File: config.mk
export PLATFORM = sky130hd
export DESIGN_NAME = rtl_adder_seq_ctrl_flat
export DESIGN_NICKNAME = d
export VERILOG_FILES = /design/src/rtl/rtl_adder_pkg.sv /design/src/rtl/rtl_adder_seq_ctrl_if.sv /design/src/rtl/rtl_16bits_adder.sv /design/src/rtl/rtl_adder_seq_ctrl.sv /design/src/flat_wrapper.sv
export SDC_FILE = /design/constraint.sdc
export NUM_CORES = 1
export LEC_CHECK = 0
export BUFFER_PORTS_ARGS = -buffer_cell sky130_fd_sc_hd__buf_2
export CAP_MARGIN = 20
export CORE_UTILIZATION = 55
export CTS_BUF_LIST = sky130_fd_sc_hd__clkbuf_4 sky130_fd_sc_hd__clkbuf_8
export CTS_CLUSTER_SIZE = 12
export DETAILED_ROUTE_END_ITERATION = 10
export PLACE_DENSITY = 0.89
export SKIP_CTS_REPAIR_TIMING = 1
export SYNTH_ARGS = -nofsm -noshare
export SYNTH_HDL_FRONTEND = slang
export SYNTH_SLANG_ARGS = --single-unit
File: constraint.sdc
create_clock -name clk -period 22.6 [get_ports clk]
set_input_delay 5.65 -clock clk [delete_from_list [all_inputs] [get_ports clk]]
set_output_delay 5.65 -clock clk [all_outputs]
set_load 0.005 [all_outputs]
File: src/rtl/rtl_adder_pkg.sv
// Shared widths, word-vector type and FSM state encoding for the serial 64-bit adder.
package rtl_adder_pkg;

  localparam int OP_W    = 64;
  localparam int WORD_W  = 16;
  localparam int N_WORDS = 4;
  localparam int IDX_W   = $clog2(N_WORDS);

  typedef logic [N_WORDS-1:0][WORD_W-1:0] word_vec_t;

  typedef enum logic [1:0] {
    IDLE,
    RUN,
    DONE
  } state_t;

endpackage

File: src/rtl/rtl_adder_seq_ctrl_if.sv
// Request/result handshake bundle between a requester/consumer (master) and the serial adder (slave).
interface rtl_adder_seq_ctrl_if;
  import rtl_adder_pkg::*;

  logic            req_valid;
  logic            req_ready;
  logic [OP_W-1:0] op_a;
  logic [OP_W-1:0] op_b;
  logic            op_sub;
  logic            res_valid;
  logic            res_ready;
  logic [OP_W-1:0] res_sum;
  logic            res_cout;
  logic            res_ovf;
  logic            busy;

  modport master (
    output req_valid, op_a, op_b, op_sub, res_ready,
    input  req_ready, res_valid, res_sum, res_cout, res_ovf, busy
  );

  modport slave (
    input  req_valid, op_a, op_b, op_sub, res_ready,
    output req_ready, res_valid, res_sum, res_cout, res_ovf, busy
  );

endinterface

File: src/rtl/rtl_16bits_adder.sv
// 16-bit ripple-carry adder, purely combinational.
module rtl_16bits_adder (
  input  logic [15:0] a,
  input  logic [15:0] b,
  input  logic        cin,
  output logic [15:0] sum,
  output logic        cout
);

  always_comb begin
    logic c;
    c   = cin;
    sum = '0;
    for (int i = 0; i < 16; i++) begin
      sum[i] = a[i] ^ b[i] ^ c;
      c      = (a[i] & b[i]) | (c & (a[i] ^ b[i]));
    end
    cout = c;
  end

endmodule

File: src/rtl/rtl_adder_seq_ctrl.sv
// Serial 64-bit add/subtract through one 16-bit adder, LS word first; result 4 edges after accept.
// Result held in DONE until res_ready; new requests are only taken in IDLE.
module rtl_adder_seq_ctrl
  import rtl_adder_pkg::*;
(
  input logic                 clk,
  input logic                 rst,
  rtl_adder_seq_ctrl_if.slave bus
);

  state_t           state;
  state_t           state_nxt;
  word_vec_t        a_q;
  word_vec_t        b_q;
  word_vec_t        sum_q;
  logic             sub_q;
  logic             carry_q;
  logic             ovf_q;
  logic [IDX_W-1:0] idx_q;

  logic [WORD_W-1:0] add_x;
  logic [WORD_W-1:0] add_y;
  logic [WORD_W-1:0] add_s;
  logic              add_co;
  logic              accept;
  logic              last_word;

  assign accept    = bus.req_valid && (state == IDLE);
  assign last_word = (idx_q == IDX_W'(N_WORDS - 1));

  // Subtract is A + ~B + 1: the +1 comes from the carry register seeded with op_sub.
  assign add_x = a_q[idx_q];
  assign add_y = b_q[idx_q] ^ {WORD_W{sub_q}};

  rtl_16bits_adder u_adder (
    .a    (add_x),
    .b    (add_y),
    .cin  (carry_q),
    .sum  (add_s),
    .cout (add_co)
  );

  always_ff @(posedge clk or posedge rst) begin
    if (rst) begin
      state <= IDLE;
    end else begin
      state <= state_nxt;
    end
  end

  always_comb begin
    state_nxt = state;
    case (state)
      IDLE:    if (accept) state_nxt = RUN;
      RUN:     if (last_word) state_nxt = DONE;
      DONE:    if (bus.res_ready) state_nxt = IDLE;
      default: state_nxt = IDLE;
    endcase
  end

  always_ff @(posedge clk or posedge rst) begin
    if (rst) begin
      a_q     <= '0;
      b_q     <= '0;
      sum_q   <= '0;
      sub_q   <= 1'b0;
      carry_q <= 1'b0;
      ovf_q   <= 1'b0;
      idx_q   <= '0;
    end else if (accept) begin
      a_q     <= bus.op_a;
      b_q     <= bus.op_b;
      sub_q   <= bus.op_sub;
      carry_q <= bus.op_sub;
      idx_q   <= '0;
    end else if (state == RUN) begin
      sum_q[idx_q] <= add_s;
      carry_q      <= add_co;
      idx_q        <= last_word ? '0 : idx_q + 1'b1;
      if (last_word) begin
        ovf_q <= (add_x[WORD_W-1] == add_y[WORD_W-1]) && (add_s[WORD_W-1] != add_x[WORD_W-1]);
      end
    end
  end

  assign bus.req_ready = (state == IDLE);
  assign bus.res_valid = (state == DONE);
  assign bus.busy      = (state != IDLE);
  assign bus.res_sum   = sum_q;
  assign bus.res_cout  = carry_q;
  assign bus.res_ovf   = ovf_q;

endmodule

File: src/flat_wrapper.sv
// flat-port wrapper written by rule: the top's interface ports become plain ports
module rtl_adder_seq_ctrl_flat import rtl_adder_pkg::*;
  (clk, rst, bus_req_valid, bus_op_a, bus_op_b, bus_op_sub, bus_res_ready, bus_req_ready, bus_res_valid, bus_res_sum, bus_res_cout, bus_res_ovf, bus_busy);
  rtl_adder_seq_ctrl_if bus_i ();
  input logic clk;
  input logic rst;
  input wire logic [$bits(bus_i.req_valid)-1:0] bus_req_valid;
  input wire logic [$bits(bus_i.op_a)-1:0] bus_op_a;
  input wire logic [$bits(bus_i.op_b)-1:0] bus_op_b;
  input wire logic [$bits(bus_i.op_sub)-1:0] bus_op_sub;
  input wire logic [$bits(bus_i.res_ready)-1:0] bus_res_ready;
  output wire logic [$bits(bus_i.req_ready)-1:0] bus_req_ready;
  output wire logic [$bits(bus_i.res_valid)-1:0] bus_res_valid;
  output wire logic [$bits(bus_i.res_sum)-1:0] bus_res_sum;
  output wire logic [$bits(bus_i.res_cout)-1:0] bus_res_cout;
  output wire logic [$bits(bus_i.res_ovf)-1:0] bus_res_ovf;
  output wire logic [$bits(bus_i.busy)-1:0] bus_busy;
  assign bus_i.req_valid = bus_req_valid;
  assign bus_i.op_a = bus_op_a;
  assign bus_i.op_b = bus_op_b;
  assign bus_i.op_sub = bus_op_sub;
  assign bus_i.res_ready = bus_res_ready;
  assign bus_req_ready = bus_i.req_ready;
  assign bus_res_valid = bus_i.res_valid;
  assign bus_res_sum = bus_i.res_sum;
  assign bus_res_cout = bus_i.res_cout;
  assign bus_res_ovf = bus_i.res_ovf;
  assign bus_busy = bus_i.busy;
  rtl_adder_seq_ctrl u_core (.clk(clk), .rst(rst), .bus(bus_i));
endmodule
==> impl_metrics.ini <==
[logic_synthesis]
synth_edf_count = 0
synth_cell_types = 28
synth_nets = 752
ys.flop_type = dfrtp_1
yosys_warnings = 0
synth_cells = 598
syn_area_um2 = 9250
synthArstFlopShare_pct = 100
avgSynthCellArea_um2 = 15.5
synth_seq_cells = 199
seq_area_frac_synth_pct = 53.8

[drt]
drc = 0
dr_total_vias = 5491
drt_iter0_drc = 251
routed_wl_mm = 19.1
wl_per_cell_um = 18.6
dr.pass1.iters = 4
vias_per_cell = 5.36
ant_nets = 0

[cells_and_area]
n_fill_cell = 1187
drive_above_1_share_pct = 51.9
final_common_cell = buf_2
utilization_pct = 64.8
fin_nets = 944
area_growth_pct = 15.8
final_cell_count_no_fill = 1025
mostFrequentLayoutCells = buf_2, dfrtp_1, mux2_4

[cts]
cts_made_buffers = 17
htreeDepth = 4
clock_latency_ns = 0.47
clk_pin_slew_worst_paths_ns = 0.10
clock-sinks = 199
cts_tree = built
root_buffer = clkbuf_8
max-clock-path-buffers = 2

[critical_path]
critPathMostFrequentCell = fa_1
path_class = reg -> reg
crit_fanout = 36
cpMaxStageDelayCell = buf_4
slowest_delay_ns = 0.56
crit_chain = buf_4 > mux4_2 > inv_1 > fa_1 > fa_1 > fa_1 > fa_1 > fa_1 > fa_1 > fa_1 > fa_1 > fa_1 > fa_1 > fa_1 > fa_1 > fa_1 > inv_1 > fa_1 > inv_1 > fa_1 > inv_1 > fa_1 > xnor2_1 > o31ai_1
worstPathArrival_ns = 8.65
end_kind = flop
required_ns = 22.98
start_kind = flop

[place]
hpwl_mm = 13.6
routabilityCongestion = 0.773
numPortBuffers = 201
placed_cells = 990

[power_and_ir_drop]
vdd_drop_max_mv = 0.0965
leakagePower_nw = 5.13
power_density_nw_per_um2 = 186

[worst_hold_path]
hp-class = reg -> reg

[flow_run]
cap_violations = 0

[timing]
finalSetupTns_ns = 0
drv_slew = 0
rsz0062_at_grt = no
period_needed_ns = 8.27
worst_slew_pin_slew_ns = 1.05
hold_slack_ns = 0.478
slew_headroom_pct = 30.1
finalSetupViolCount = 0
hold_viol = 0
post-route-period-util_pct = 36.6
fmax_mhz = 121
clock_skew_ns = 0.0133

[floorplanning]
die-area_um2 = 17300
ioPinCount = 202
fp.dieH_um = 132
die_w_um = 132
initial_core_util_pct = 56.0
rows = 47
core_area_um2 = 16500

[global_routing]
antenna_found_initial = 3
grt-ovfl-total = 0
grt_pass1_wl_mm = 30.7
grt_max_degree = 129
first_global_vias = 5638
track_usage_pct = 23.5

[outcome]
status = finished, final reports clean
-- flip-flops by register name, summed over array words and instances (netlist names) --
name and cells:
u_core.bus.res_ovf 1, u_core.idx_q 2, u_core.a_q 64, u_core.sub_q 1, u_core.state 2, u_core.bus.res_cout 1, u_core.bus.res_sum 64, u_core.b_q 64
-- logic make-up (layout without fill, tap and decap cells) --
group	Yosys count	count (layout)	synth area share, %
compound gates	64	64	3.71
other cells	0	2	0
buf+inv	60	265	4.84
simple gates	68	68	3.08
flops	199	199	53.8
mux	169	169	28.8
fa+ha+maj	21	21	4.14
xor+xnor	17	17	1.61
-- Yosys cell counts (2+ instances only) --
master | number | share of area [%]
fa_1 | 16 | 3.5
buf_12 | 12 | 2.6
xnor2_1 | 15 | 1.4
mux2_2 | 30 | 3.7
buf_1 | 2 | 0.081
nor2_1 | 2 | 0.081
xor2_1 | 2 | 0.19
o31ai_1 | 2 | 0.16
buf_2 | 7 | 0.38
a32o_1 | 2 | 0.22
inv_1 | 22 | 0.89
o21ai_0 | 57 | 3.1
buf_4 | 3 | 0.24
ha_1 | 5 | 0.68
nand3b_1 | 4 | 0.32
dfrtp_1 | 199 | 54
mux4_2 | 32 | 7.8
nor2b_1 | 2 | 0.14
nand2_1 | 58 | 2.4
clkbuf_1 | 12 | 0.49
mux2_4 | 107 | 17
-- worst max-delay path: cells and delay by family (launching register included) --
kind                     cells  cell delay (ns)
adder cells (fa/ha/maj)     16             6.16
XOR/XNOR                     1             0.16
flip-flops                   1             0.38
buffers and inverters        5             0.88
AO/OA/AOI/OAI                1             0.18
multiplexers                 1             0.39
-- report_power, final --
group	internal, mW	switching, mW
clock	0.119	0.128
sequential	0.540	0.111
combinational	0.554	0.539
-- metrics by stage --
| step | area (um^2) | power [mW] | setup slack, ns |
|---|---|---|---|
| 2_1_floorplan | 9250 | 1.41 | 11.52 |
| 4_1_cts | 10700 | 2.00 | 14.26 |
| 6_report | 10700 | 1.99 | 14.33 |
| 3_5_place_dp | 10200 | 1.75 | 14.28 |
| 3_3_place_gp | 10200 | 1.71 | 14.32 |
| 5_1_grt | 10700 | 2.12 | 13.96 |
-- cell type report --
class	count	area [um^2]	share of cell area, %
tap	220	275	2.57
clock buffer	20	269	2.51
timing repair buffer	210	1090	10.2
multi-input combinational	339	3820	35.7
inverter	23	93.8	0.876
antenna	2	5.00	0.0467
clock inverter	12	169	1.58
sequential	199	4980	46.5
-- per-layer routing --
metal	global-route usage, %	wire [um]	vias to the layer above
met5	0	10	-
met4	8.40	379	2
met3	4.86	838	28
met2	36.4	9170	185
met1	33.2	8700	2808
li1	-	-	2468
-- worst paths after layout --
path	from	end	slack [ns]	cells past startpoint
worst min register to register	u_core.bus.res_sum[0]	u_core.bus.res_sum[0]	0.48	2
worst max register to register	u_core.idx_q[0]	u_core.bus.res_ovf	14.33	24
min in group asynchronous	rst	u_core.bus.res_sum[40]	5.34	2
max in group asynchronous	rst	u_core.b_q[7]	15.85	3
worst max-delay path	u_core.idx_q[0]	u_core.bus.res_ovf	14.33	24
worst min-delay path	u_core.bus.res_sum[0]	u_core.bus.res_sum[0]	0.48	2
Power figures use the tool's default switching activity.
